## config.mk

```make
export PLATFORM = sky130hd
export DESIGN_NAME = sysbus_line_xfer
export DESIGN_NICKNAME = d
export VERILOG_FILES = /design/src/rtl/sysbus_line_xfer.sv
export SDC_FILE = /design/constraint.sdc
export NUM_CORES = 2
export LEC_CHECK = 0
export BUFFER_PORTS_ARGS = -buffer_cell sky130_fd_sc_hd__buf_2
export CAP_MARGIN = 20
export CORE_AREA = 2 2 483 485
export CTS_CLUSTER_DIAMETER = 60
export DETAILED_ROUTE_END_ITERATION = 7
export DIE_AREA = 0 0 485 487
export HOLD_SLACK_MARGIN = 0.15
export PLACE_DENSITY = 0.46
export SLEW_MARGIN = 15
export SYNTH_ARGS = -nofsm -noshare
export SYNTH_HDL_FRONTEND = slang
export SYNTH_SLANG_ARGS = --single-unit
```

## constraint.sdc

```tcl
create_clock -name clk -period 7.6 [get_ports clk]
set_clock_uncertainty 0.1 [all_clocks]
set_input_delay 0.76 -clock clk [delete_from_list [all_inputs] [get_ports clk]]
set_output_delay 0.76 -clock clk [all_outputs]
set_load 0.01 [all_outputs]
```

## src/rtl/sysbus_line_xfer.sv

```systemverilog
// sysbus_line_xfer: moves one cache line of BEATS bus words per request.
// A read sends one address beat, then collects BEATS tagged responses.
// A write sends one address beat followed by BEATS data beats.
// Responses whose tag ID differs from REQ_ID belong to other masters and are left unacknowledged.

`ifndef SYSBUS_READ
`define SYSBUS_READ 1'b1
`endif
`ifndef SYSBUS_WRITE
`define SYSBUS_WRITE 1'b0
`endif
`ifndef SYSBUS_MEMORY
`define SYSBUS_MEMORY 4'b0001
`endif

module sysbus_line_xfer #(
  parameter int         BUS_DATA_WIDTH = 64,
  parameter int         BUS_TAG_WIDTH  = 13,
  parameter int         BEATS          = 8,
  parameter logic [7:0] REQ_ID         = 8'h00
) (
  input  logic                            clk,
  input  logic                            reset,
  input  logic                            req_valid,
  output logic                            req_ready,
  input  logic                            req_write,
  input  logic [63:0]                     req_addr,
  input  logic [BEATS*BUS_DATA_WIDTH-1:0] req_wdata,
  output logic                            busy,
  output logic                            done,
  output logic [BEATS*BUS_DATA_WIDTH-1:0] rdata,
  output logic                            bus_reqcyc,
  input  logic                            bus_reqack,
  output logic [BUS_DATA_WIDTH-1:0]       bus_req,
  output logic [BUS_TAG_WIDTH-1:0]        bus_reqtag,
  input  logic                            bus_respcyc,
  output logic                            bus_respack,
  input  logic [BUS_DATA_WIDTH-1:0]       bus_resp,
  input  logic [BUS_TAG_WIDTH-1:0]        bus_resptag
);

  localparam int W         = BUS_DATA_WIDTH;
  localparam int LINE_W    = BEATS * W;
  localparam int OFF_BITS  = $clog2(LINE_W / 8);
  localparam int BEAT_BITS = (BEATS > 1) ? $clog2(BEATS) : 1;
  localparam logic [BEAT_BITS-1:0] LAST_BEAT = BEAT_BITS'(BEATS - 1);
  localparam logic [63:0] LINE_MASK = ~((64'd1 << OFF_BITS) - 64'd1);

  localparam logic [2:0] S_IDLE  = 3'd0;
  localparam logic [2:0] S_ADDR  = 3'd1;
  localparam logic [2:0] S_WDATA = 3'd2;
  localparam logic [2:0] S_RESP  = 3'd3;
  localparam logic [2:0] S_DONE  = 3'd4;

  logic [2:0]               r_state;
  logic [BEAT_BITS-1:0]     r_beat;
  logic [63:0]              r_addr;
  logic                     r_write;
  logic [LINE_W-1:0]        r_wdata;
  logic [LINE_W-1:0]        r_rdata;

  logic                     w_respHit;
  logic                     w_lastBeat;
  logic [BUS_TAG_WIDTH-1:0] w_opTag;
  logic [BUS_TAG_WIDTH-1:0] w_tag;
  logic [W-1:0]             w_req;
  logic                     w_unusedTagBits;

  assign w_opTag    = BUS_TAG_WIDTH'({(r_write ? `SYSBUS_WRITE : `SYSBUS_READ), `SYSBUS_MEMORY, REQ_ID});
  assign w_respHit  = (r_state == S_RESP) && bus_respcyc && (bus_resptag[7:0] == REQ_ID);
  assign w_lastBeat = (r_beat == LAST_BEAT);

  // Only the ID byte of a response tag decides ownership; the upper tag bits are don't-care.
  assign w_unusedTagBits = ^bus_resptag;

  assign req_ready   = (r_state == S_IDLE) && !reset;
  assign busy        = (r_state != S_IDLE);
  assign done        = (r_state == S_DONE);
  assign rdata       = r_rdata;
  assign bus_reqcyc  = (r_state == S_ADDR) || (r_state == S_WDATA);
  assign bus_respack = w_respHit;
  assign bus_req     = w_req;
  assign bus_reqtag  = w_tag;

  // Request beat payload: line address in ADDR, current write beat in WDATA, zero otherwise.
  always_comb begin
    w_req = '0;
    w_tag = '0;
    case (r_state)
      S_ADDR: begin
        w_req = W'(r_addr);
        w_tag = w_opTag;
      end
      S_WDATA: begin
        w_req = r_wdata[int'(r_beat)*W +: W];
        w_tag = w_opTag;
      end
      default: begin
        w_req = '0;
        w_tag = '0;
      end
    endcase
  end

  // Transaction sequencer: latches the request, walks the beats, and stores read data.
  always_ff @(posedge clk) begin
    if (reset) begin
      r_state <= S_IDLE;
      r_beat  <= '0;
      r_addr  <= '0;
      r_write <= 1'b0;
      r_wdata <= '0;
      r_rdata <= '0;
    end else begin
      case (r_state)
        S_IDLE: begin
          if (req_valid) begin
            r_addr  <= req_addr & LINE_MASK;
            r_write <= req_write;
            r_wdata <= req_wdata;
            r_state <= S_ADDR;
          end
        end
        S_ADDR: begin
          if (bus_reqack) begin
            r_beat  <= '0;
            r_state <= r_write ? S_WDATA : S_RESP;
          end
        end
        S_WDATA: begin
          if (bus_reqack) begin
            if (w_lastBeat) begin
              r_state <= S_DONE;
            end else begin
              r_beat <= r_beat + BEAT_BITS'(1);
            end
          end
        end
        S_RESP: begin
          if (w_respHit) begin
            r_rdata[int'(r_beat)*W +: W] <= bus_resp;
            if (w_lastBeat) begin
              r_state <= S_DONE;
            end else begin
              r_beat <= r_beat + BEAT_BITS'(1);
            end
          end
        end
        S_DONE: begin
          r_state <= S_IDLE;
        end
        default: begin
          r_state <= S_IDLE;
        end
      endcase
    end
  end

endmodule

```

==> impl_metrics.toml <==
[run_status]
outcome = "finished, final reports clean"

[placement]
gp_congestion = 0.890
port_buffers = 1230
dp_hpwl_um = 168000
dpl_cell_area_um2 = 54000

[detailed_routing]
avgViaCountPerCell = 4.45
wl_per_cell_um = 23.2
drc_errors = 0
drtIter0Drc = 2676
first_pass_iters = 7
wl_um = 235000
vias = 45119
detail-route-antenna-nets = 0

[sta]
post-route-period-util_pct = 65.9
slew_viol_final = 0
final-hold-violation-count = 0
period_minus_slack_ns = 5.01
rsz0062_at_grt = "false"
fmax_mhz = 200
fin_setup_tns_ns = 0
slew-limit-headroom_pct = 15.3
tightest_slew_ns = 1.27
setup_viol = 0
whs_ns = 0.232

[floorplanning]
rows = 177
io_pins = 1253
dieWidth_um = 485
dieArea_um2 = 236000
core-area_um2 = 231000
initial_utilization_pct = 19.6
die-height_um = 487

[worst_setup_path]
required_ns = 6.74
arrival_ns = 4.15
crit_type = "reg2out"
cpMaxStageDelayCell = "dfxtp_1"
cpPeakStageDelay_ns = 0.77
end_kind = "output port"
start_kind = "register"
cpLargestDelayFamily = "buffers and inverters"
crit_fanout = 47
crit_chain = "clkinv_2, nand2_2, buf_4, o22ai_1, o31ai_1, buf_2"
cp_num_buf_inv = 3

[yosys]
synth_edf_count = 0
syn_inst = 5408
async_flop_share_pct = 0
synth_ff_type = "dfxtp_1"
yosys_warnings = 0
seq_area_frac_synth_pct = 48.1
synth-seq-cells = 1089
synth_area_per_cell_um2 = 8.38
ys_types = 46
syn_area_um2 = 45300

[clock_tree]
cts_buffers = 139
max-clock-path-buffers = 3
cts.sink_count = 1089
clk_pin_slew_ns = 0.06
cts-root-buf = "clkbuf_16"
cts_hold_buffers = 576
clk_latency_ns = 0.77
cts_tree = "done"
postCtsSetupBuffers = 0
cts_max_level = 4
cts-resized-gates = 0

[min_path]
hp-class = "in2reg"

[finish]
design_area_um2 = 64700
ff_latch_area_um2 = 21800
drive_above_1_share_pct = 25.6
multi_input_area_um2 = 21600
final_nets = 7622
area_delta_synth_final_pct = 42.7
fillerInstances = 25058

[power_and_ir_drop]
p_per_area_nw_per_um2 = 265
p_leak_uw = 0.0255
peakVddDrop_mv = 0.199

[global_routing]
gr-usage-met1_pct = 20.8
overflow = 0
grt_start_max_net_pins = 230
antenna_found_initial = 41
grt.total_usage_pct = 19.0
globalRouteMet3Util_pct = 4.74
grt_first_pass_wirelength_um = 329000
grt_use_met2_pct = 34.0
grt_pass1_vias = 45335
top_usage_layer = "met2"

[run]
max-cap-violations = 0
## area by class of cell
type                       instances  share of cell area (%)
inverter                           7                  0.0445
clock inverter                    36                   0.834
tap                             3043                    5.89
timing repair buffer            1880                    19.5
clock buffer                     213                    6.55
sequential                      1089                    33.7
antenna                           37                   0.143
multi-input combinational       3839                    33.3
## per-stage QoR
step | utilization, % | total power [uW] | cells | setup WS [ns]
detailed placement | 23.4 | 10200 | 9282 | 3.12
floorplan | - | 8690 | 5418 | 4.89
finish | 27.9 | 17200 | 10144 | 2.59
CTS | 27.9 | 17400 | 10107 | 2.24
global placement | 23.4 | 10200 | 9282 | 3.11
global route | 27.9 | 17900 | 10126 | 2.22
## flip-flops by register name (all words and copies together) (netlist names)
name and flops:
r_beat 3, r_state 3, r_addr 58, r_write 1, rdata 512, r_wdata 512
## power breakdown
part | leakage, uW | switching (uW) | internal [uW]
Combinational | 0.0143 | 2430 | 1220
Sequential | 0.00885 | 332 | 6280
Clock | 0.00233 | 2790 | 4110
## metal layers
layer,wire (um),vias up
li1,-,21265
met1,90000,21891
met2,118000,1593
met3,15300,364
met4,12000,6
met5,38,-
## cells by family after synthesis
| family | count (synthesis) | synth area share (%) |
|---|---|---|
| simple gates | 2093 | 20.4 |
| compound gates | 1347 | 15.9 |
| flops | 1089 | 48.1 |
| buf+inv | 490 | 4.74 |
| mux | 380 | 10.6 |
| fa+ha+maj | 7 | 0.193 |
| other cells | 1 | 0.00827 |
| xor+xnor | 1 | 0.0193 |
## worst reg2reg max path, delay by kind of cell, from the launching register on
kind / cells / cell delay [ns]
buf+inv: 3 / 1.52
flops: 1 / 0.78
fa+ha+maj: 2 / 0.74
simple gates: 2 / 0.63
compound gates: 1 / 0.35
## worst paths after layout
check	slack (ns)	from	to	cells after the start
hold reg to reg	0.35	r_wdata[178]$_SDFFE_PP0P_	r_wdata[178]$_SDFFE_PP0P_	2
hold / removal	0.23	bus_resp[59]	rdata[315]$_SDFFE_PP0P_	3
setup / recovery	2.59	r_beat[2]$_SDFFE_PP0P_	bus_req[28]	6
setup reg to reg	3.32	r_beat[1]$_SDFFE_PP0P_	rdata[440]$_SDFFE_PP0P_	8
## cell usage in the layout, fill, tap and decap left out, types with 65 or more instances in the layout
cell,count
mux2_2,118
a21oi_1,645
clkbuf_16,145
dlygate4sd3_1,576
mux4_2,70
nand2_1,1473
buf_4,65
nand2b_1,192
mux2i_1,192
nor2b_1,260
dfxtp_1,1087
nand3_1,66
o21ai_0,499
buf_2,1229
## Yosys cell counts, types with 2 or more instances
library cell / n / area share, %
o22ai_1: 59 / 0.81
nand4_1: 3 / 0.041
nor3_1: 5 / 0.055
nor4_2: 2 / 0.055
o21ai_2: 60 / 1.2
a21oi_1: 645 / 7.1
nand2b_1: 193 / 2.7
o21ai_0: 499 / 5.5
nand4b_1: 2 / 0.039
nor2_8: 3 / 0.13
mux4_2: 70 / 3.5
inv_1: 7 / 0.058
o31ai_1: 58 / 0.96
buf_6: 8 / 0.20
mux2_2: 118 / 2.9
nor2b_1: 260 / 3.6
or2_1: 2 / 0.028
o21ai_1: 20 / 0.22
clkbuf_1: 337 / 2.8
dfxtp_1: 1089 / 48
buf_2: 79 / 0.87
ha_1: 7 / 0.19
or2_2: 3 / 0.041
buf_4: 37 / 0.61
nand3b_1: 4 / 0.066
nand2_1: 1476 / 12
and2_1: 2 / 0.028
mux2i_1: 192 / 4.2
nor2_1: 65 / 0.54
buf_1: 21 / 0.17
nand3_1: 67 / 0.74
Note: power is estimated with default switching activity, not from simulation.
